==> src/rtl/joy_map.sv <==
// Joystick-to-Spectrum mapping: debounces both joystick words and presents them as a
// Kempston port or as Sinclair/Cursor key presses. Optional autofire: JOY_AUTOFIRE_EN.
module joy_map #(
    parameter int DIV      = 3500,
    parameter int AF_TICKS = 40
) (
    input  logic        clock,
    input  logic        reset,
    input  logic [7:0]  joy1,
    input  logic [7:0]  joy2,
    input  logic [1:0]  mode,
    input  logic [1:0]  afire,
    input  logic [15:0] a,
    input  logic        iorq,
    input  logic        rd,
    output logic [7:0]  q,
    output logic        qe,
    output logic [4:0]  krow
);

    localparam int CW = (DIV > 1) ? $clog2(DIV) : 1;

    localparam logic [1:0] MODE_KEMPSTON = 2'b00;
    localparam logic [1:0] MODE_SINCLAIR = 2'b01;
    localparam logic [1:0] MODE_CURSOR   = 2'b10;

    // Direction/fire bit positions inside a joystick word.
    localparam int J_RIGHT = 0;
    localparam int J_LEFT  = 1;
    localparam int J_DOWN  = 2;
    localparam int J_UP    = 3;
    localparam int J_FIRE1 = 4;

    // ------------------------------------------------------------------
    // Debounce tick generator
    // ------------------------------------------------------------------
    logic [CW-1:0] cnt_q, cnt_d;
    logic          tick;

    assign tick = (cnt_q == CW'(DIV - 1));

    always_comb begin
        cnt_d = cnt_q + 1'b1;
        if (tick) begin
            cnt_d = '0;
        end
    end

    always_ff @(posedge clock or negedge reset) begin
        if (!reset) begin
            cnt_q <= '0;
        end else begin
            cnt_q <= cnt_d;
        end
    end

    // ------------------------------------------------------------------
    // Line debounce: joy1 lines in [5:0], joy2 lines in [11:6]
    // ------------------------------------------------------------------
    logic [11:0]      raw;
    logic [11:0]      filt_q, filt_d;
    logic [11:0][1:0] dcnt_q, dcnt_d;

    assign raw = {joy2[5:0], joy1[5:0]};

    always_comb begin
        filt_d = filt_q;
        dcnt_d = dcnt_q;
        if (tick) begin
            for (int i = 0; i < 12; i++) begin
                if (raw[i] != filt_q[i]) begin
                    // Third consecutive disagreeing tick accepts the new level.
                    if (dcnt_q[i] == 2'd2) begin
                        filt_d[i] = raw[i];
                        dcnt_d[i] = 2'd0;
                    end else begin
                        dcnt_d[i] = dcnt_q[i] + 2'd1;
                    end
                end else begin
                    dcnt_d[i] = 2'd0;
                end
            end
        end
    end

    always_ff @(posedge clock or negedge reset) begin
        if (!reset) begin
            filt_q <= '0;
            dcnt_q <= '0;
        end else begin
            filt_q <= filt_d;
            dcnt_q <= dcnt_d;
        end
    end

    // ------------------------------------------------------------------
    // Autofire gate on fire1 (per joystick)
    // ------------------------------------------------------------------
    logic [1:0] fire_gate;

`ifdef JOY_AUTOFIRE_EN
    localparam int AW = (AF_TICKS > 1) ? $clog2(AF_TICKS) : 1;

    logic [AW-1:0] af_cnt_q, af_cnt_d;
    logic          phase_q, phase_d;

    always_comb begin
        af_cnt_d = af_cnt_q;
        phase_d  = phase_q;
        if (tick) begin
            if (af_cnt_q == AW'(AF_TICKS - 1)) begin
                af_cnt_d = '0;
                phase_d  = ~phase_q;
            end else begin
                af_cnt_d = af_cnt_q + 1'b1;
            end
        end
    end

    always_ff @(posedge clock or negedge reset) begin
        if (!reset) begin
            af_cnt_q <= '0;
            phase_q  <= 1'b0;
        end else begin
            af_cnt_q <= af_cnt_d;
            phase_q  <= phase_d;
        end
    end

    assign fire_gate = ~afire | {2{phase_q}};
`else
    logic unused_afire;
    assign unused_afire = ^afire;
    assign fire_gate    = 2'b11;
`endif

    logic [5:0] f1, f2;

    always_comb begin
        f1 = filt_q[5:0];
        f2 = filt_q[11:6];
        f1[J_FIRE1] = filt_q[J_FIRE1] & fire_gate[0];
        f2[J_FIRE1] = filt_q[6 + J_FIRE1] & fire_gate[1];
    end

    // ------------------------------------------------------------------
    // Kempston port: capture on the first clock of an access, hold until it ends
    // ------------------------------------------------------------------
    logic       acc;
    logic       acc_q, acc_d;
    logic [7:0] q_q, q_d;
    logic       qe_q, qe_d;

    assign acc = iorq & rd & ~a[5];

    always_comb begin
        acc_d = acc;
        q_d   = q_q;
        qe_d  = qe_q;
        if ((mode != MODE_KEMPSTON) || !acc) begin
            q_d  = 8'h00;
            qe_d = 1'b0;
        end else if (!acc_q) begin
            q_d  = {2'b00, f1};
            qe_d = 1'b1;
        end
    end

    always_ff @(posedge clock or negedge reset) begin
        if (!reset) begin
            acc_q <= 1'b0;
            q_q   <= 8'h00;
            qe_q  <= 1'b0;
        end else begin
            acc_q <= acc_d;
            q_q   <= q_d;
            qe_q  <= qe_d;
        end
    end

    assign q  = q_q;
    assign qe = qe_q;

    // ------------------------------------------------------------------
    // Keyboard half-row contributions (active-high presses, inverted at the end)
    // ------------------------------------------------------------------
    function automatic logic [4:0] sinclair1(input logic [5:0] j);
        logic [4:0] k;
        k    = 5'h00;
        k[4] = j[J_LEFT];
        k[3] = j[J_RIGHT];
        k[2] = j[J_DOWN];
        k[1] = j[J_UP];
        k[0] = j[J_FIRE1];
        return k;
    endfunction

    function automatic logic [4:0] sinclair2(input logic [5:0] j);
        logic [4:0] k;
        k    = 5'h00;
        k[0] = j[J_LEFT];
        k[1] = j[J_RIGHT];
        k[2] = j[J_DOWN];
        k[3] = j[J_UP];
        k[4] = j[J_FIRE1];
        return k;
    endfunction

    logic [4:0] press_effe, press_f7fe;
    logic [4:0] row_effe, row_f7fe;

    always_comb begin
        press_effe = 5'h00;
        press_f7fe = 5'h00;
        case (mode)
            MODE_KEMPSTON: begin
                press_effe = sinclair1(f2);
            end
            MODE_SINCLAIR: begin
                press_effe = sinclair1(f1);
                press_f7fe = sinclair2(f2);
            end
            MODE_CURSOR: begin
                press_f7fe[4] = f1[J_LEFT];
                press_effe[4] = f1[J_DOWN];
                press_effe[3] = f1[J_UP];
                press_effe[2] = f1[J_RIGHT];
                press_effe[0] = f1[J_FIRE1];
            end
            default: begin
                press_effe = 5'h00;
                press_f7fe = 5'h00;
            end
        endcase
    end

    // Both half-rows may be addressed at once; their active-low keys combine by AND.
    assign row_effe = a[12] ? 5'h1F : ~press_effe;
    assign row_f7fe = a[11] ? 5'h1F : ~press_f7fe;
    assign krow     = row_effe & row_f7fe;

    logic unused_bits;
    assign unused_bits = ^{joy1[7:6], joy2[7:6], a[15:13], a[10:6], a[4:0]};

endmodule
==> config.mk <==
export PLATFORM = sky130hd
export DESIGN_NAME = joy_map
export DESIGN_NICKNAME = d
export VERILOG_FILES = /design/src/rtl/joy_map.sv
export SDC_FILE = /design/constraint.sdc
export NUM_CORES = 1
export LEC_CHECK = 0
export CAP_MARGIN = 20
export CORE_AREA = 2 2 64 97
export CTS_CLUSTER_SIZE = 28
export DETAILED_ROUTE_END_ITERATION = 7
export DIE_AREA = 0 0 66 99
export GPL_TIMING_DRIVEN = 1
export HOLD_SLACK_MARGIN = 0.03
export PLACE_DENSITY = 0.73
export SYNTH_ARGS = -nofsm -noshare
export SYNTH_HDL_FRONTEND = slang
export SYNTH_SLANG_ARGS = --single-unit
==> constraint.sdc <==
create_clock -name clock -period 2.4 [get_ports clock]
set_input_delay 0.48 -clock clock [delete_from_list [all_inputs] [get_ports clock]]
set_output_delay 0.48 -clock clock [all_outputs]
set_load 0.02 [all_outputs]
==> impl_metrics.json <==
{
  "overflow": 0,
  "status": "completed",
  "rr_worst_depth": 6,
  "die_area_um2": 6530,
  "cts_tree": "done",
  "rsz0062_at_grt": "false",
  "fin_util_pct": 57.3,
  "cap_violations": 0,
  "synth-edff-count": 0,
  "pwr_density_cell_nw_per_um2": 453,
  "area_delta_synth_final_pct": 17.3,
  "hold_path.class": "input port to async pin",
  "root_buffer": "clkbuf_8",
  "post-synth-top-count-cell": "dfrtp_1",
  "via_count": 1938,
  "leakage_uw": 0.00140,
  "crit_path_end_kind": "primary output",
  "ant_nets": 0,
  "via_per_inst": 5.55,
  "initial_core_util_pct": 48.9,
  "synth_top_cell_by_area": "dfrtp_1",
  "r2r_start": "cnt_q[0]$_DFF_PN0_",
  "path_max_fanout": 4,
  "synth_area_um2": 2790,
  "path_clk_slew_ns": 0.09,
  "cts.path.max_buffers": 2,
  "cp-startpoint": "mode[1]",
  "rr_endpoint": "dcnt_q[18]$_DFFE_PN0N_",
  "ys_seq_area_share_pct": 47.6,
  "synth_flop_cell": "dfrtp_1",
  "nets": 322,
  "grt_max_degree": 22,
  "critPathArrivalTime_ns": 1.81,
  "period_share_pct": 95.3,
  "dp_hpwl_um": 3960,
  "coreArea_um2": 5700,
  "peakVddDrop_uv": 364,
  "layout_min_cycle_time_ns": 2.29,
  "final_layout_size_suffix_gt1_share_pct": 22.0,
  "final_max_slew_viol_count": 0,
  "skew_ns": 0.0133,
  "wl_per_cell_um": 15.1,
  "cts_hold_buf": 0,
  "drt_iter0_markers": 98,
  "port_buffers": 31,
  "grt_pass1_wl_um": 9010,
  "synthTopCellsByCount": "53 x dfrtp_1, 22 x mux2_2, 14 x nor3_1",
  "drcViolationCount": 0,
  "grt_pass1_vias": 1974,
  "firstDrtPassIters": 6,
  "synth_top_area_share_pct": 47.6,
  "die_w_um": 66,
  "start_kind": "input port",
  "async_flop_share_pct": 100,
  "n_antenna_cell": 0,
  "synth_cells": 234,
  "gp_congestion": 0.903,
  "synth.top_cells.by_area": "dfrtp_1 48%, mux2_2 8.9%, mux2_1 4.4%",
  "htreeDepth": 2,
  "fin_tns_setup_ns": 0,
  "cts_made_buffers": 5,
  "die_height_um": 99,
  "cts_sinks": 53,
  "yosys_warnings": 0,
  "setup_viol_count_final": 0,
  "crit_type": "input port to primary output",
  "hold_violations": 0,
  "required_ns": 1.92,
  "reg2reg_setup_slack_ns": 0.46,
  "clk-insertion-delay-late_ns": 0.31,
  "fmax_ghz": 0.437,
  "drt-total-wl_um": 5260,
  "fp-row-count": 34,
  "grtUsageTotal_pct": 18.0,
  "synth_cell_types": 39,
  "top_level_ports": 54,
  "post_cts.repair.setup_buffers": 0,
  "ys_ff_latch": 53,
  "syn_area_per_cell_um2": 11.9,
  "grt_antenna_before_repair": 0
}
## cells in the final DEF (no fill, tap or decap), types with 3 or more instances in the layout
master	count
nor3_1	14
mux2i_1	6
nand2_1	4
nor4_2	9
or3_1	3
buf_4	12
dfrtp_1	53
clkdlybuf4s50_1	23
nor2_1	12
ha_1	4
nand2b_1	11
o21ai_0	3
xnor2_1	13
nor3b_1	12
buf_2	6
nand3_1	5
clkbuf_8	5
a21oi_1	7
nand4_1	4
a22oi_1	3
xor2_1	3
mux2_2	22
mux2_1	11
## power by group
group          leakage [µW]  switching [µW]  internal [µW]  total [µW]
Combinational      0.000637            51.1           50.4         102
Clock             0.0000385             277            207         484
Sequential         0.000726            2.20            893         895
Total               0.00140             331           1150        1480
## cell families after synthesis
family / count (synthesis) / synth area share (%)
xor gates and xnor gates: 16 / 5.03
buffers and inverters: 12 / 2.92
adders and majority gates: 6 / 2.69
other: 1 / 0.135
AOI/OAI and AO/OA: 23 / 5.66
muxes: 39 / 15.5
and+or+nand+nor: 84 / 20.5
DFF: 53 / 47.6
## per-layer routing
layer	GRT usage, %	part of all wire [%]
met5	0	0
met4	6.75	1.5
met3	4.45	4.5
met2	32.1	53
met1	20.2	41
## critical path, stage by stage
cell and delay, ns:
dlygate4sd2_1 0.27, buf_4 0.15, ha_1 0.21, a222oi_1 0.32, nor3_1 0.08, a21oi_1 0.13, buf_2 0.18
## worst max-delay path by stage
stage	slack, ns	endpoint
after global routing	0.03	krow[3]
after CTS	0.12	krow[3]
after floorplan	0.44	krow[3]
after global placement	-0.54	krow[3]
final	0.11	krow[3]
after detailed placement	-0.60	krow[3]
## repair_timing
item,CTS,global route
setup endpoints to repair,5,1
resized for setup,26,1
pin swaps,1,0
## cell type report
cell class                 instances  area (µm²)
fill                             517        2430
timing repair buffer              43         369
clock inverter                     1        7.51
inverter                           3        11.3
tap                               72        90.1
sequential                        53        1330
clock buffer                       7        76.3
multi-input combinational        170        1390
## state kept, by name (all words and copies together), names as in the netlist
| signal | cells |
|---|---|
| acc_q | 1 |
| cnt_q | 12 |
| filt_q | 11 |
| dcnt_q | 22 |
| q | 6 |
| qe | 1 |
## stage by stage
| stage | setup WS (ns) | power, µW | cell area [µm²] | hold WS [ns] | instances |
|---|---|---|---|---|---|
| floorplan | 0.439 | 947 | 2790 | 0.184 | 235 |
| global placement | -0.539 | 1010 | 3210 | 0.454 | 341 |
| detailed placement | -0.595 | 1020 | 3210 | 0.458 | 341 |
| CTS | 0.120 | 1510 | 3270 | 0.122 | 349 |
| global route | 0.0317 | 1560 | 3270 | 0.146 | 349 |
| finish | 0.112 | 1480 | 3270 | 0.112 | 349 |
Power figures use the tool's default switching activity.
